### config.mk
export PLATFORM = sky130hd
export DESIGN_NAME = ra_stack
export DESIGN_NICKNAME = d
export VERILOG_FILES = /design/src/rtl/ra_stack_pkg.sv /design/src/rtl/ra_stack_mem.sv /design/src/rtl/ra_stack.sv
export SDC_FILE = /design/constraint.sdc
export NUM_CORES = 1
export LEC_CHECK = 0
export CAP_MARGIN = 20
export CORE_MARGIN = 5
export CORE_UTILIZATION = 35
export DETAILED_ROUTE_END_ITERATION = 7
export PLACE_DENSITY_LB_ADDON = 0.05
export RECOVER_POWER = 100
export REMOVE_ABC_BUFFERS = 1
export SLEW_MARGIN = 20
export SYNTH_ARGS = -nofsm -noshare
export SYNTH_HDL_FRONTEND = slang
export SYNTH_HIERARCHICAL = 1
export SYNTH_SLANG_ARGS = --single-unit
export TNS_END_PERCENT = 5
### constraint.sdc
create_clock -name clk -period 4.8 [get_ports clk]
set_input_delay 0.96 -clock clk [delete_from_list [all_inputs] [get_ports clk]]
set_output_delay 0.96 -clock clk [all_outputs]
set_load 0.02 [all_outputs]
### src/rtl/ra_stack_pkg.sv
// Shared constants and the return-address word type for the return-address stack.
package ra_stack_pkg;
    localparam int RA_WIDTH         = 16;
    localparam int RA_DEPTH_DEFAULT = 8;

    typedef logic [RA_WIDTH-1:0] ra_word_t;
endpackage

### src/rtl/ra_stack_mem.sv
// DEPTH x WIDTH register array: one synchronous write port, one asynchronous read port, no reset.
module ra_stack_mem import ra_stack_pkg::*; #(
    parameter int WIDTH = RA_WIDTH,
    parameter int DEPTH = RA_DEPTH_DEFAULT,
    parameter int PTR_W = $clog2(DEPTH)
) (
    input  logic             clk,
    input  logic             i_we,
    input  logic [PTR_W-1:0] i_waddr,
    input  logic [WIDTH-1:0] i_wdata,
    input  logic [PTR_W-1:0] i_raddr,
    output logic [WIDTH-1:0] o_rdata
);
    logic [WIDTH-1:0] r_mem [DEPTH];

    always_ff @(posedge clk) begin
        if (i_we) begin
            r_mem[i_waddr] <= i_wdata;
        end
    end

    assign o_rdata = r_mem[i_raddr];
endmodule

### src/rtl/ra_stack.sv
// Hardware return-address stack: push on call, pop on return, push+pop replaces the top.
// Define RAS_OVERFLOW_WRAP_EN to make a push while full overwrite the oldest entry instead of dropping.
module ra_stack import ra_stack_pkg::*; #(
    parameter int   WIDTH = $bits(ra_word_t),
    parameter int   DEPTH = RA_DEPTH_DEFAULT,
    localparam int  PTR_W = $clog2(DEPTH)
) (
    input  logic             clk,
    input  logic             reset,
    input  logic             push,
    input  logic             pop,
    input  logic [WIDTH-1:0] ra_in,
    output logic [WIDTH-1:0] ra_out,
    output logic [PTR_W:0]   count,
    output logic             empty,
    output logic             full,
    output logic             overflow_err,
    output logic             underflow_err,
    input  logic             err_clr
);
    localparam logic [PTR_W-1:0] PTR_ONE  = PTR_W'(1);
    localparam logic [PTR_W:0]   CNT_ONE  = (PTR_W+1)'(1);
    localparam logic [PTR_W:0]   CNT_FULL = (PTR_W+1)'(DEPTH);

    logic [PTR_W-1:0] r_top;
    logic [PTR_W:0]   r_count;
    logic             r_ovf;
    logic             r_unf;

    logic             w_empty;
    logic             w_full;
    logic [PTR_W-1:0] w_top_m1;
    logic [PTR_W-1:0] w_top_nxt;
    logic [PTR_W:0]   w_count_nxt;
    logic             w_we;
    logic [PTR_W-1:0] w_waddr;
    logic [WIDTH-1:0] w_rdata;
    logic             w_ovf_set;
    logic             w_unf_set;

    assign w_empty  = (r_count == '0);
    assign w_full   = (r_count == CNT_FULL);
    assign w_top_m1 = r_top - PTR_ONE;

    always_comb begin
        w_we        = 1'b0;
        w_waddr     = r_top;
        w_top_nxt   = r_top;
        w_count_nxt = r_count;
        w_ovf_set   = 1'b0;
        w_unf_set   = 1'b0;
        if (push && !pop) begin
            if (!w_full) begin
                w_we        = 1'b1;
                w_top_nxt   = r_top + PTR_ONE;
                w_count_nxt = r_count + CNT_ONE;
            end else begin
                w_ovf_set   = 1'b1;
`ifdef RAS_OVERFLOW_WRAP_EN
                // Top has wrapped onto the oldest slot, so writing there evicts it.
                w_we        = 1'b1;
                w_top_nxt   = r_top + PTR_ONE;
`endif
            end
        end else if (pop && !push) begin
            if (!w_empty) begin
                w_top_nxt   = w_top_m1;
                w_count_nxt = r_count - CNT_ONE;
            end else begin
                w_unf_set   = 1'b1;
            end
        end else if (push && pop) begin
            w_we = 1'b1;
            if (w_empty) begin
                w_top_nxt   = r_top + PTR_ONE;
                w_count_nxt = CNT_ONE;
            end else begin
                w_waddr     = w_top_m1;
            end
        end
    end

    always_ff @(posedge clk or posedge reset) begin
        if (reset) begin
            r_top   <= '0;
            r_count <= '0;
            r_ovf   <= 1'b0;
            r_unf   <= 1'b0;
        end else begin
            r_top   <= w_top_nxt;
            r_count <= w_count_nxt;
            // A new error on the clearing edge takes priority over the clear.
            r_ovf   <= w_ovf_set | (r_ovf & ~err_clr);
            r_unf   <= w_unf_set | (r_unf & ~err_clr);
        end
    end

    ra_stack_mem #(
        .WIDTH (WIDTH),
        .DEPTH (DEPTH),
        .PTR_W (PTR_W)
    ) u_mem (
        .clk     (clk),
        .i_we    (w_we),
        .i_waddr (w_waddr),
        .i_wdata (ra_in),
        .i_raddr (w_top_m1),
        .o_rdata (w_rdata)
    );

    assign ra_out        = w_empty ? '0 : w_rdata;
    assign count         = r_count;
    assign empty         = w_empty;
    assign full          = w_full;
    assign overflow_err  = r_ovf;
    assign underflow_err = r_unf;
endmodule

==> results of run 1 <==
-- state kept, by name, indices dropped and copies added (netlist names) --
name,count
underflow_err,1
count,4
overflow_err,1
r_top,3
u_mem/r_mem,128
-- cell families (layout without fill, tap and decap cells) --
kind of cell	after synthesis	in the layout	synth area share (%)
muxes	51	51	18.0
and+or+nand+nor	50	50	4.82
adders and majority gates	5	5	1.09
DFF	137	137	70.6
xor gates and xnor gates	5	5	0.760
buffers and inverters	23	101	2.15
AOI/OAI and AO/OA	20	20	2.56
-- power by group through the flow --
stage / clock, mW / sequential [mW] / combinational [mW]
floorplan: 0 / 1.65 / 1.38
global placement: 0 / 1.65 / 2.31
detailed placement: 0 / 1.65 / 2.31
CTS: 1.29 / 1.63 / 2.32
global route: 1.35 / 1.65 / 2.31
finish: 1.26 / 1.63 / 2.14
-- Yosys cell counts --
library cell	instances
sky130_fd_sc_hd__a21oi_1	3
sky130_fd_sc_hd__a21oi_2	1
sky130_fd_sc_hd__a221oi_1	1
sky130_fd_sc_hd__a311o_1	1
sky130_fd_sc_hd__a32o_1	1
sky130_fd_sc_hd__a32oi_1	1
sky130_fd_sc_hd__and3_1	1
sky130_fd_sc_hd__buf_1	4
sky130_fd_sc_hd__buf_4	1
sky130_fd_sc_hd__buf_6	4
sky130_fd_sc_hd__clkbuf_1	1
sky130_fd_sc_hd__clkbuf_2	3
sky130_fd_sc_hd__dfrtp_1	9
sky130_fd_sc_hd__edfxtp_1	128
sky130_fd_sc_hd__ha_1	5
sky130_fd_sc_hd__inv_1	10
sky130_fd_sc_hd__mux2_1	2
sky130_fd_sc_hd__mux2_2	16
sky130_fd_sc_hd__mux2i_1	1
sky130_fd_sc_hd__mux4_1	28
sky130_fd_sc_hd__mux4_2	4
sky130_fd_sc_hd__nand2_1	7
sky130_fd_sc_hd__nand2b_1	5
sky130_fd_sc_hd__nand3b_1	2
sky130_fd_sc_hd__nor2_1	9
sky130_fd_sc_hd__nor2b_1	18
sky130_fd_sc_hd__nor3_1	5
sky130_fd_sc_hd__nor3b_2	1
sky130_fd_sc_hd__o21a_1	1
sky130_fd_sc_hd__o21ai_0	3
sky130_fd_sc_hd__o221ai_1	1
sky130_fd_sc_hd__o221ai_2	1
sky130_fd_sc_hd__o22ai_1	4
sky130_fd_sc_hd__o31ai_1	2
sky130_fd_sc_hd__or2_2	1
sky130_fd_sc_hd__or3b_1	1
sky130_fd_sc_hd__xnor2_1	3
sky130_fd_sc_hd__xor2_1	2
-- cell type report --
class                           instances  share of cell area, %
Sequential cell                       137                   57.8
Tap cell                              220                   3.91
Multi-Input combinational cell        131                   22.4
Timing Repair Buffer                   59                   7.22
Clock inverter                         11                   1.83
Inverter                               10                  0.533
Clock buffer                           21                   6.26
-- per-layer routing --
metal | vias to the layer above | share of wire (%) | GRT usage, %
li1 | 1325 | - | -
met1 | 1525 | 49 | 18.6
met2 | 43 | 47 | 20.0
met3 | 7 | 3.6 | 4.18
met4 | 0 | 1.1 | 3.90
met5 | - | 0 | 0
-- worst paths after layout --
path | to | slack [ns] | cells past startpoint
min reg2reg | overflow_err$_DFF_PP0_ | 0.53 | 2
max reg2reg | u_mem/r_mem[5][12]$_DFFE_PP_ | 1.13 | 8
min | overflow_err$_DFF_PP0_ | 0.53 | 2
min in group asynchronous | r_top[2]$_DFFE_PP0P_ | 0.97 | 2
max | ra_out[14] | 0.63 | 8
max in group asynchronous | count[3]$_DFFE_PP0P_ | 3.55 | 2
-- worst max-delay path, cell delays in order, from the launching register on --
cell	delay [ns]
sky130_fd_sc_hd__dfrtp_1	0.41
sky130_fd_sc_hd__inv_1	0.09
sky130_fd_sc_hd__ha_1	0.22
sky130_fd_sc_hd__xor2_2	0.14
sky130_fd_sc_hd__buf_4	0.45
sky130_fd_sc_hd__mux4_1	0.40
sky130_fd_sc_hd__mux2_2	0.27
sky130_fd_sc_hd__nor2b_1	0.14
sky130_fd_sc_hd__dlygate4sd3_1	0.68
-- metrics by stage --
| step | power [mW] | std cells | worst slack (ns) | hold WS, ns | utilization (%) |
|---|---|---|---|---|---|
| global placement | 3.95 | 557 | 0.878 | 0.520 | 40.0 |
| detailed placement | 3.96 | 557 | 0.913 | 0.533 | 40.0 |
| floorplan | 3.02 | 278 | 0.0415 | 0.498 | - |
| global route | 5.31 | 589 | 0.444 | 0.571 | 43.0 |
| finish | 5.03 | 589 | 0.625 | 0.531 | 43.0 |
| CTS | 5.24 | 589 | 0.687 | 0.542 | 43.4 |
==> metrics.md, run 1 <==
| Metric | Value |
|---|---|
| Register cell area after layout | `4070 um^2` |
| Routability-driven placement congestion ratio | `0.701` |
| Run status | `completed` |
| Initial standard-cell utilization of the core | `35.3%` |
| Number of nets in the layout | `about 380` |
| Number of buffers created by CTS | `17` |
| WS Path Type | `reg -> out` |
| Fin. Hold Viols | `0` |
| Pin count of the biggest net entering global routing | `35` |
| Post-synthesis cell type with the largest combined area | `sky130_fd_sc_hd__edfxtp_1` |
| Antenna Nets Post-Route | `0` |
| Number of violations reported at the end of detailed-routing iteration 0 | `between 100 and 150` |
| Total clock sinks | `137` |
| Nature of the critical path startpoint | `flip-flop` |
| DRC violations left | `0` |
| Count of state elements after synthesis | `137` |
| Top-level port count | `45` |
| Mean area per synthesized cell | `19.8 um^2` |
| Switching Fraction | `33.1%` |
| Clock latency on the worst-skew pair | `between 0.4 and 0.5 ns` |
| Die outline height | `138 um` |
| Layout overhead on the synthesized area | `22.1%` |
| Sum of negative setup slack | `0 ns` |
| Final setup skew | `between 0.007 and 0.008 ns` |
| Ratio of cells with drive above 1 in the final layout | `14.1%` |
| Maximum clock frequency | `0.240 GHz` |
| Top cells by area in the synthesized netlist | `sky130_fd_sc_hd__edfxtp_1, sky130_fd_sc_hd__mux4_1, sky130_fd_sc_hd__dfrtp_1, sky130_fd_sc_hd__mux2_2, sky130_fd_sc_hd__nor2b_1` |
| Detailed-routing iteration count for the pre-antenna-repair pass | `4` |
| Post-route standard cell area excluding fillers | `7040 um^2` |
| Highest fanout seen on the critical path | `32` |
| Congestion Overflow GR | `0` |
| Wire length of the first global-routing pass | `18800 um` |
| Static leakage | `~2.4 nW` |
| Count of unique library cells instantiated by Yosys | `38` |
| Normalized max-slew margin | `16.0%` |
| DIE AREA | `between 15000 and 20000 um^2` |
| Count of pins over their slew limit | `0` |
| Comb pwr share | `42.6%` |
| Hold wc startpoint | `overflow_err$_DFF_PP0_` |
| Reg clk slew, reported paths | `0.06 ns` |
| Fill cell total of the finished layout | `1501` |
| Worst vdd rail ir drop | `0.622 mV` |
| Unrepaired setup endpoints after global routing | `no` |
| Synthesized cell area | `just under 6000 um^2` |
| Via-to-Cell Ratio | `4.92` |
| Reg-to-Reg Start | `count[0]$_DFFE_PP0P_` |
| Post-Route WL | `12100 um` |
| Placed wire-length estimate | `between 7000 and 8000 um` |
| Multi-input gate area in the final layout | `1580 um^2` |
| Total number of placement rows | `47` |
| Number of antenna violations at the first check in global routing | `0` |
| Part of the total power dissipated in the clock network | `25.0%` |
| Pwr/cell area | `around 700 nW/um^2` |
| PostCTS Resize Cnt | `0` |
| Worst-margin pin slew | `roughly 1.3 ns` |
| Via count of the first global-routing pass | `3017` |
| Switching power total | `1.66 mW` |
| Max-cap violations | `0` |
| Sequential-to-total area share from yosys stat | `70.6%` |
| Critical Path End Type | `output pin` |
| Combined global-route utilization of all metal layers | `between 10% and 20%` |
| WL/cell | `20.6 um` |
| Data arrival at the endpoint of the critical path | `approximately 3.2 ns` |
| # diodes | `0` |
| Critical path data required time | `about 3.8 ns` |
| Number of I/O port buffers | `44` |
| Number of buffers between clock root and the deepest sink | `2` |
| Final critical path time including I/O delays and setup | `4.17 ns` |
| Synth warnings | `6` |
| Fin crit share | `87.0%` |
| Via count | `2900` |
| Placed Area | `approximately 6500 um^2` |
| Worst hold path class | `reg -> reg` |
| Die Wd | `138 um` |
| Count of final setup violators | `0` |
| Core area | `16300 um^2` |
| Share of total power in sequential cells | `32.4%` |
| CTS H-Tree Depth | `4` |
| Cells after synthesis | `291` |
| Leading cell type in the layout, fill and taps excluded | `sky130_fd_sc_hd__edfxtp_1` |
| Clk Tree Root Cell | `sky130_fd_sc_hd__clkbuf_16` |
| Setup fix buffers added after clock tree synthesis | `0` |
| Crit. Startpoint | `r_top[1]$_DFFE_PP0P_` |
| CTS Hold Bufs | `0` |
| Pint | `3.37 mW` |
| Most used cells in the layout excluding fill and tap cells | `sky130_fd_sc_hd__edfxtp_1, sky130_fd_sc_hd__dlygate4sd3_1, sky130_fd_sc_hd__mux4_1` |
| Area fraction of the dominant cell type after synthesis | `66.7%` |
| Clock tree from TritonCTS | `built` |
(Power assumes the default switching activity.)
==> run 2: changes to the inputs <==
Settings changed: REMOVE_ABC_BUFFERS 1 to default.
==> run 2 against run 1 <==
Clock skew is 0.00097 ns lower. Utilization decreased by 0.43 points. Critical endpoint is now ra_out[1]. Highest routed layer unchanged. Critical path type unchanged. Cell count decreased by 0.51%. Clock power is 11% lower. Largest cell class unchanged. Combinational power hardly changed.
==> metrics.md, run 2 (synthesis gave the netlist of run 1 again) <==
| Metric | Value |
|---|---|
| Wire length of the first global-routing pass | `18000 um` |
| Multi-input gate area in the final layout | `1580 um^2` |
| Clock tree from TritonCTS | `built` |
| CTS Hold Bufs | `0` |
| Cells on Worst Hold Path | `2` |
| Number of antenna violations at the first check in global routing | `0` |
| Register cell area after layout | `4070 um^2` |
| Fin crit share | `86.2%` |
| PnR worst setup slack | `0.661 ns` |
| Final setup skew | `0.00620 ns` |
| Number of buffers between clock root and the deepest sink | `2` |
| Number of nets in the layout | `383` |
| Hold endpoint | `overflow_err$_DFF_PP0_` |
| Post-Route WL | `11700 um` |
| Final critical path time including I/O delays and setup | `4.14 ns` |
| # diodes | `0` |
| Worst vdd rail ir drop | `0.330 mV` |
| Most used cells in the layout excluding fill and tap cells | `sky130_fd_sc_hd__edfxtp_1, sky130_fd_sc_hd__dlygate4sd3_1, sky130_fd_sc_hd__mux4_1` |
| Data arrival at the endpoint of the critical path | `3.18 ns` |
| Sum of negative setup slack | `0 ns` |
| WL/cell | `19.9 um` |
| DIE AREA | `19100 um^2` |
| Pwr/cell area | `~700 nW/um^2` |
| Congestion Overflow GR | `0` |
| Layout overhead on the synthesized area | `20.9%` |
| Reg-to-Reg End | `u_mem/r_mem[4][1]$_DFFE_PP_` |
| Critical path data required time | `roughly 3.8 ns` |
| Count of cells along the worst register-to-register path | `9` |
| PostCTS Resize Cnt | `0` |
| Worst hold path class | `reg -> reg` |
| Maximum clock frequency | `between 0.2 and 0.25 GHz` |
| Flip-flop count of the largest register after layout | `128` |
| Leading cell type in the layout, fill and taps excluded | `sky130_fd_sc_hd__edfxtp_1` |
| Pin count of the biggest net entering global routing | `35` |
| Via count of the first global-routing pass | `approximately 3000` |
| Die outline height | `138 um` |
| Core area | `about 16000 um^2` |
| Reg-to-Reg Start | `count[0]$_DFFE_PP0P_` |
| Final core area utilization | `42.6%` |
| CTS H-Tree Depth | `4` |
| Via count | `between 2000 and 3000` |
| Number of I/O port buffers | `44` |
| Critical Path End Type | `output pin` |
| Static leakage | `about 2.4 nW` |
| Count of pins over their slew limit | `0` |
| Ratio of cells with drive above 1 in the final layout | `12.8%` |
| Unrepaired setup endpoints after global routing | `no` |
| Combined global-route utilization of all metal layers | `12.7%` |
| Placed wire-length estimate | `7100 um` |
| Highest fanout seen on the critical path | `34` |
| Normalized max-slew margin | `29.4%` |
| Fin. Hold Viols | `0` |
| Count of final setup violators | `0` |
| Antenna Nets Post-Route | `0` |
| Routability-driven placement congestion ratio | `around 0.69` |
| Register-to-Register Setup Slack | `1.05 ns` |
| Worst slack after detailed placement | `1.09 ns` |
| Reg clk slew, reported paths | `0.05 ns` |
| Number of violations reported at the end of detailed-routing iteration 0 | `229` |
| Run status | `completed` |
| Initial standard-cell utilization of the core | `35.3%` |
| Number of buffers created by CTS | `17` |
| DRC violations left | `0` |
| WS Path Type | `reg -> out` |
| Max-cap violations | `0` |
| Top-level port count | `45` |
| Net count after synthesis | `317` |
| Total clock sinks | `137` |
| Clk Tree Root Cell | `sky130_fd_sc_hd__clkbuf_16` |
| Die Wd | `approximately 140 um` |
| Detailed-routing iteration count for the pre-antenna-repair pass | `5` |
| Clock latency on the worst-skew pair | `0.41 ns` |
| Setup fix buffers added after clock tree synthesis | `0` |
| Via-to-Cell Ratio | `4.86` |
| Nature of the critical path startpoint | `flip-flop` |
| Fill cell total of the finished layout | `about 1500` |
| Largest register by flop count | `u_mem/r_mem` |
| Hold wc startpoint | `overflow_err$_DFF_PP0_` |
| Worst-margin pin slew | `1.06 ns` |
| Total number of placement rows | `47` |
[run 2: layout make-up]
| type | count | share of cell area (%) |
|---|---|---|
| clock buffers | 20 | 6.27 |
| repair buffers | 60 | 7.35 |
| multi-input cells | 131 | 22.6 |
| clock inverters | 8 | 0.844 |
| flip-flops and latches | 137 | 58.4 |
| inverters | 10 | 0.539 |
| well taps | 220 | 3.95 |
[run 2: where the power goes]
group	switching (mW)	internal [mW]	leakage, nW	total (mW)
Sequential	0.0749	1.55	1.27	1.63
Combinational	1.11	1.01	0.864	2.12
Clock	0.436	0.687	0.243	1.12
Total	1.62	3.25	2.38	4.87
[run 2: how the worst max path moves through the flow]
stage,start,to,slack [ns],cells after the start
detailed placement,pop,u_mem/r_mem[4][3]$_DFFE_PP_,1.09,8
floorplan,pop,u_mem/r_mem[0][0]$_DFFE_PP_,1.43,7
finish,r_top[0]$_DFFE_PP0P_,ra_out[1],0.66,6
global placement,pop,u_mem/r_mem[4][3]$_DFFE_PP_,1.09,8
global route,count[0]$_DFFE_PP0P_,ra_out[13],0.36,6
CTS,r_top[0]$_DFFE_PP0P_,ra_out[9],0.74,6
[run 2: metrics by stage]
step	area [um^2]	power, mW	hold WS, ns	instances
2_1_floorplan	5760	3.08	0.498	291
3_3_place_gp	6540	3.94	0.535	558
3_5_place_dp	6540	3.95	0.527	558
4_1_cts	7030	5.10	0.536	586
5_1_grt	6970	5.17	0.549	586
6_report	6970	4.87	0.525	586
[run 2: per-layer routing]
layer  routed length [um]  GRT usage, %  vias up
met5                    0             0        -
met4                  172          4.73        0
met3                  357          3.80       14
met2                 5550          19.4       43
met1                 5600          17.3     1472
li1                     -             -     1320
[run 2: worst max-delay path, cell delays in order (launching register included)]
cell and delay [ns]:
sky130_fd_sc_hd__dfrtp_1 0.39, sky130_fd_sc_hd__clkinv_1 0.07, sky130_fd_sc_hd__buf_4 0.53, sky130_fd_sc_hd__mux4_1 0.65, sky130_fd_sc_hd__mux2_2 0.31, sky130_fd_sc_hd__nor2b_1 0.13
sky130_fd_sc_hd__dlygate4sd3_1 0.68
